## src/rtl/stage_pipe_reg_pkg.sv

```systemverilog
// Shared types for the write-back stage register.
// The packet struct is sized for the largest supported configuration;
// instances narrower than that leave the upper bits at zero.
package project_types;

    localparam int PKT_NPORT_MAX  = 4;
    localparam int PKT_ADDR_W_MAX = 8;
    localparam int PKT_DATA_W_MAX = 64;

    // One write-back packet: GPR channels plus the HI/LO pair.
    typedef struct packed {
        logic [PKT_NPORT_MAX-1:0]                     we;
        logic [PKT_NPORT_MAX-1:0][PKT_ADDR_W_MAX-1:0] addr;
        logic [PKT_NPORT_MAX-1:0][PKT_DATA_W_MAX-1:0] data;
        logic                                         hilo_we;
        logic [PKT_DATA_W_MAX-1:0]                    hi;
        logic [PKT_DATA_W_MAX-1:0]                    lo;
    } stage_pkt_t;

    localparam stage_pkt_t STAGE_PKT_ZERO = '0;

    // Occupancy of the stage: nothing held, main slot held, main + skid held.
    typedef enum logic [1:0] {
        ST_EMPTY = 2'd0,
        ST_ONE   = 2'd1,
        ST_TWO   = 2'd2
    } pipe_state_t;

endpackage

```

## src/rtl/stage_pipe_reg_slot.sv

```systemverilog
// pipe_slot: a single packet register with synchronous clear and load.
// Clear has priority over load so a reset in the same cycle as a load
// leaves the slot zeroed.
module pipe_slot
    import project_types::*;
(
    input  logic       clk,
    input  logic       clr,
    input  logic       ld,
    input  stage_pkt_t d,
    output stage_pkt_t q
);

    // Packet storage: clear wins, otherwise capture on load, else hold.
    always_ff @(posedge clk) begin
        if (clr) begin
            q <= STAGE_PKT_ZERO;
        end else if (ld) begin
            q <= d;
        end
    end

endmodule

```

## src/rtl/stage_pipe_reg.sv

```systemverilog
// stage_pipe_reg: valid/ready pipeline register for the GPR + HI/LO
// write-back packet.
// Build option: define STAGE_PIPE_SKID_EN for a two-entry skid buffer with a
// registered in_ready; leave it undefined for a single slot whose in_ready is
// out_ready | ~out_valid.
module stage_pipe_reg
    import project_types::*;
#(
    parameter int DATA_W = 32,
    parameter int ADDR_W = 5,
    parameter int NPORT  = 1
) (
    input  logic                    clk,
    input  logic                    rst,
    input  logic                    flush,
    input  logic                    in_valid,
    output logic                    in_ready,
    input  logic [NPORT-1:0]        in_we,
    input  logic [NPORT*ADDR_W-1:0] in_addr,
    input  logic [NPORT*DATA_W-1:0] in_data,
    input  logic                    in_hilo_we,
    input  logic [DATA_W-1:0]       in_hi,
    input  logic [DATA_W-1:0]       in_lo,
    output logic                    out_valid,
    input  logic                    out_ready,
    output logic [NPORT-1:0]        out_we,
    output logic [NPORT*ADDR_W-1:0] out_addr,
    output logic [NPORT*DATA_W-1:0] out_data,
    output logic                    out_hilo_we,
    output logic [DATA_W-1:0]       out_hi,
    output logic [DATA_W-1:0]       out_lo
);

    if (NPORT < 1 || NPORT > PKT_NPORT_MAX) begin : g_bad_nport
        $error("stage_pipe_reg: NPORT out of range");
    end
    if (ADDR_W < 1 || ADDR_W > PKT_ADDR_W_MAX) begin : g_bad_addr_w
        $error("stage_pipe_reg: ADDR_W out of range");
    end
    if (DATA_W < 1 || DATA_W > PKT_DATA_W_MAX) begin : g_bad_data_w
        $error("stage_pipe_reg: DATA_W out of range");
    end

    pipe_state_t state_p1;
    pipe_state_t state_n;
    stage_pkt_t  in_pkt;
    stage_pkt_t  main_d;
    stage_pkt_t  pkt_p1;
    logic        main_ld;
    logic        vld_p1;
    logic        in_fire;
    logic        out_fire;
    logic        unused_pkt;

    assign vld_p1   = (state_p1 != ST_EMPTY);
    assign in_fire  = in_valid & in_ready;
    assign out_fire = vld_p1 & out_ready;

    // Widen the flat input ports into the packet struct.
    always_comb begin
        in_pkt         = STAGE_PKT_ZERO;
        in_pkt.hilo_we = in_hilo_we;
        in_pkt.hi      = PKT_DATA_W_MAX'(in_hi);
        in_pkt.lo      = PKT_DATA_W_MAX'(in_lo);
        for (int p = 0; p < NPORT; p++) begin
            in_pkt.we[p]   = in_we[p];
            in_pkt.addr[p] = PKT_ADDR_W_MAX'(in_addr[p*ADDR_W +: ADDR_W]);
            in_pkt.data[p] = PKT_DATA_W_MAX'(in_data[p*DATA_W +: DATA_W]);
        end
    end

`ifdef STAGE_PIPE_SKID_EN
    stage_pkt_t skid_p1;
    logic       skid_ld;
    logic       main_from_skid;
    logic       in_ready_p1;

    // Occupancy transitions; flush empties the stage and drops the input.
    always_comb begin
        state_n        = state_p1;
        main_ld        = 1'b0;
        skid_ld        = 1'b0;
        main_from_skid = 1'b0;
        if (flush) begin
            state_n = ST_EMPTY;
        end else begin
            case (state_p1)
                ST_EMPTY: begin
                    if (in_fire) begin
                        state_n = ST_ONE;
                        main_ld = 1'b1;
                    end
                end
                ST_ONE: begin
                    if (in_fire && out_fire) begin
                        main_ld = 1'b1;
                    end else if (in_fire) begin
                        state_n = ST_TWO;
                        skid_ld = 1'b1;
                    end else if (out_fire) begin
                        state_n = ST_EMPTY;
                    end
                end
                ST_TWO: begin
                    if (out_fire) begin
                        state_n        = ST_ONE;
                        main_ld        = 1'b1;
                        main_from_skid = 1'b1;
                    end
                end
                default: state_n = ST_EMPTY;
            endcase
        end
    end

    assign main_d = main_from_skid ? skid_p1 : in_pkt;

    // in_ready is registered: it drops only while both slots are occupied.
    always_ff @(posedge clk) begin
        if (rst) begin
            in_ready_p1 <= 1'b1;
        end else begin
            in_ready_p1 <= (state_n != ST_TWO);
        end
    end

    assign in_ready = in_ready_p1;

    pipe_slot u_skid (
        .clk (clk),
        .clr (rst),
        .ld  (skid_ld),
        .d   (in_pkt),
        .q   (skid_p1)
    );
`else
    // Single-slot transitions; a new packet may replace the one leaving.
    always_comb begin
        state_n = state_p1;
        main_ld = 1'b0;
        if (flush) begin
            state_n = ST_EMPTY;
        end else begin
            case (state_p1)
                ST_EMPTY: begin
                    if (in_fire) begin
                        state_n = ST_ONE;
                        main_ld = 1'b1;
                    end
                end
                ST_ONE: begin
                    if (in_fire) begin
                        main_ld = 1'b1;
                    end else if (out_fire) begin
                        state_n = ST_EMPTY;
                    end
                end
                default: state_n = ST_EMPTY;
            endcase
        end
    end

    assign main_d   = in_pkt;
    assign in_ready = out_ready | ~vld_p1;
`endif

    // Occupancy register; reset takes priority over flush and transfers.
    always_ff @(posedge clk) begin
        if (rst) begin
            state_p1 <= ST_EMPTY;
        end else begin
            state_p1 <= state_n;
        end
    end

    pipe_slot u_main (
        .clk (clk),
        .clr (rst),
        .ld  (main_ld),
        .d   (main_d),
        .q   (pkt_p1)
    );

    // Narrow the held packet onto the ports; enables are gated by valid.
    always_comb begin
        out_addr = '0;
        out_data = '0;
        for (int p = 0; p < NPORT; p++) begin
            out_addr[p*ADDR_W +: ADDR_W] = pkt_p1.addr[p][ADDR_W-1:0];
            out_data[p*DATA_W +: DATA_W] = pkt_p1.data[p][DATA_W-1:0];
        end
    end

    assign out_valid   = vld_p1;
    assign out_we      = pkt_p1.we[NPORT-1:0] & {NPORT{vld_p1}};
    assign out_hilo_we = pkt_p1.hilo_we & vld_p1;
    assign out_hi      = pkt_p1.hi[DATA_W-1:0];
    assign out_lo      = pkt_p1.lo[DATA_W-1:0];

    // Upper struct bits beyond the configured widths stay zero and are not read.
    assign unused_pkt = ^pkt_p1;

endmodule

```

## config.mk

```make
export PLATFORM = sky130hd
export DESIGN_NAME = stage_pipe_reg
export DESIGN_NICKNAME = d
export VERILOG_FILES = /design/src/rtl/stage_pipe_reg_pkg.sv /design/src/rtl/stage_pipe_reg_slot.sv /design/src/rtl/stage_pipe_reg.sv
export SDC_FILE = /design/constraint.sdc
export NUM_CORES = 1
export LEC_CHECK = 0
export BUFFER_PORTS_ARGS = -buffer_cell sky130_fd_sc_hd__buf_4
export CORE_AREA = 3 3 169 89
export DETAILED_ROUTE_END_ITERATION = 10
export DIE_AREA = 0 0 172 92
export HOLD_SLACK_MARGIN = 0.1
export PLACE_DENSITY = 0.77
export SETUP_SLACK_MARGIN = 0.05
export SLEW_MARGIN = 10
export SYNTH_ARGS = -nofsm -noshare
export SYNTH_HDL_FRONTEND = slang
export SYNTH_SLANG_ARGS = --single-unit
```

## constraint.sdc

```tcl
create_clock -name clk -period 1.25 [get_ports clk]
set_input_delay 0.125 -clock clk [delete_from_list [all_inputs] [get_ports clk]]
set_output_delay 0.125 -clock clk [all_outputs]
set_load 0.01 [all_outputs]
```

==> results.tsv <==
metric	value	unit
routed_wl	14380	microns
p_leak	3.542	nW
core-area	13510	sq um
detail-route-antenna-nets	0	
drv_cap	0	
drc	0	
grt_pass1_wl	21600	microns
port-buffer-count	212	
syn_avg_cell_area	9.717	sq um
worst_setup_path_end_kind	flop	
first_iter_violations	142	
clk_pin_slew_worst_paths	0.07	ns
post_drt_via_cell_ratio	4.471	
htree_levels	3	
cts_tree	built	
crit_path_start	state_p1[0]	
final_util	0.6001	
dieWidth	172	microns
insertedDiodeCount	0	
fmax	718.9	MHz
cp_max_fo	8	
gp_congestion	0.7626	
pwr_density_cell	1013	nW/um^2
rsz0062_at_grt	true	
min_from	flush	
ctsHoldBuffers	103	
insertion_delay	0.34	ns
worstPathArrival	1.65	ns
fin_crit_sh	1.113	
syn2layout_area_growth	50.37	%
peakVddDrop	0.5167	mV
antenna_found_initial	0	
preCtsSetupSlack	-0.08525	ns
slew_headroom	0.8520	
wl_per_cell	15.05	microns
dieArea	15820	sq um
yosys.area.top_type_share	0.3861	
reg2reg_to	u_main.q[19]	
violations	negative hold slack, negative setup slack	
die_h	92	microns
yosysUniqueCellTypes	13	
grt_usage	0.1714	
r2r_start	state_p1[0]	
drive_gt1_frac	0.3363	
grt_max_degree	80	
firstDrtPassIters	5	
hold_depth	2	
num_vias	4270	
root_buffer	clkbuf_16	
fillers	1054	
rr_worst_depth	6	
syn-num-nets	663	
regArea	2083	sq um
ys_top_cells_by_area	dfxtp_1 (39%), nand2b_1 (24%), mux2i_1 (19%), buf_4 (14%), clkbuf_1 (1.5%)	
synth_top_area_cell	dfxtp_1	
cts_buffer_depth	2	
slew_violations	0	
finalHoldViolCount	1	
finalPower	0.008217	W
syn_area	5393	sq um
hold_end	state_p1[0]	
period_minus_slack	1.391	ns
netlist_instances	555	
clock_sinks	104	
initial_core_util	0.3991	
ys_ff_latch	104	
numCtsBuffers	9	
synth-seq-area-share	0.3861	
skew	0.004482	ns
num-nets-final	882	
multi_input_area	2382	sq um
fin_hold_ws	-0.03948	ns
required	1.51	ns
ys_warn_count	0	
setup_slack	-0.1409	ns
ff2ff_setup_slack	-0.14	ns
placement_rows	30	
min_path_type	primary input to flop	
grt_overflow_total	0	
dp_hpwl	8748	microns
criticalPathCategory	flop to flop	
status	finished, violations left	
tns	-8.676	ns
worst_slew_pin_slew	0.2220	ns
grt_pass1_vias	4483	
cp-start-kind	flop	
finalSetupViolations	104	
pin_count	213	
synthesized netlist by cell type:
library cell,count
and2_1,2
buf_2,4
buf_4,102
buf_6,7
clkbuf_1,22
dfxtp_1,104
inv_1,1
mux2i_1,103
nand2b_1,206
nor2_1,1
nor2b_1,1
nor3_1,1
nor3b_2,1
stage by stage:
step           cell area, sq um  std cells
2_1_floorplan              5431        555
3_3_place_gp               6533        826
3_5_place_dp               6533        826
4_1_cts                    7893        945
5_1_grt                    8109        955
6_report                   8109        955
cell usage in the layout, fill, tap and decap left out, types with 2 or more instances in the layout:
cell / synthesis / routed
buf_12: 0 / 9
buf_4: 102 / 217
and2_4: 0 / 2
buf_6: 7 / 6
clkbuf_16: 0 / 15
dlygate4sd3_1: 0 / 103
clkbuf_8: 0 / 4
nand2b_1: 206 / 206
mux2i_1: 103 / 102
dfxtp_1: 104 / 103
worst max-delay path: stages, from the launching register on:
cell	delay [ns]
dfxtp_2	0.32
nor2b_4	0.13
nor3b_4	0.18
buf_4	0.15
buf_12	0.16
buf_12	0.14
mux2i_1	0.22
power by group:
part	switching [W]	internal [W]	total [W]
Clock	0.00123	0.00177	0.00300
Combinational	0.000594	0.00104	0.00163
Sequential	0.0000986	0.00349	0.00359
state kept, by name, indices dropped and copies added (netlist names):
signal,cells
u_main.q,103
state_p1,1
worst max path at each step:
stage / end / cells after the start
floorplan: u_main.q[0] / 5
global placement: u_main.q[15] / 5
detailed placement: u_main.q[19] / 5
CTS: u_main.q[19] / 5
global route: u_main.q[19] / 6
finish: u_main.q[19] / 6
cell type report:
class | instances | share of cell area
tap | 176 | 0.02716
sequential | 104 | 0.2569
timing repair buffer | 343 | 0.3823
clock inverter | 2 | 0.004320
clock buffer | 14 | 0.03503
inverter | 1 | 0.0004629
multi-input combinational | 315 | 0.2938
metal layers:
metal | up-vias | GRT usage | share of wire
li1 | 2098 | - | -
met1 | 2001 | 0.1613 | 0.36
met2 | 120 | 0.3360 | 0.56
met3 | 51 | 0.03876 | 0.033
met4 | 0 | 0.1016 | 0.052
met5 | - | 0 | 0
cell families (layout without fill, tap and decap cells):
| kind of cell | count (synthesis) | in the layout | share of synthesized area |
|---|---|---|---|
| buffers and inverters | 136 | 360 | 0.1763 |
| multiplexers | 103 | 103 | 0.1912 |
| flip-flops | 104 | 104 | 0.3861 |
| AND/OR/NAND/NOR | 212 | 212 | 0.2464 |
timing repair:
| action | 4_1_cts | 5_1_grt |
|---|---|---|
| gates cloned | 0 | 6 |
| hold endpoints to repair | 104 | 1 |
| buffers inserted | 0 | 4 |
| setup endpoints to repair | 106 | 106 |
| gates resized for setup | 3 | 10 |
| pin swaps | 0 | 1 |
Note: power is estimated with default switching activity, not from simulation.
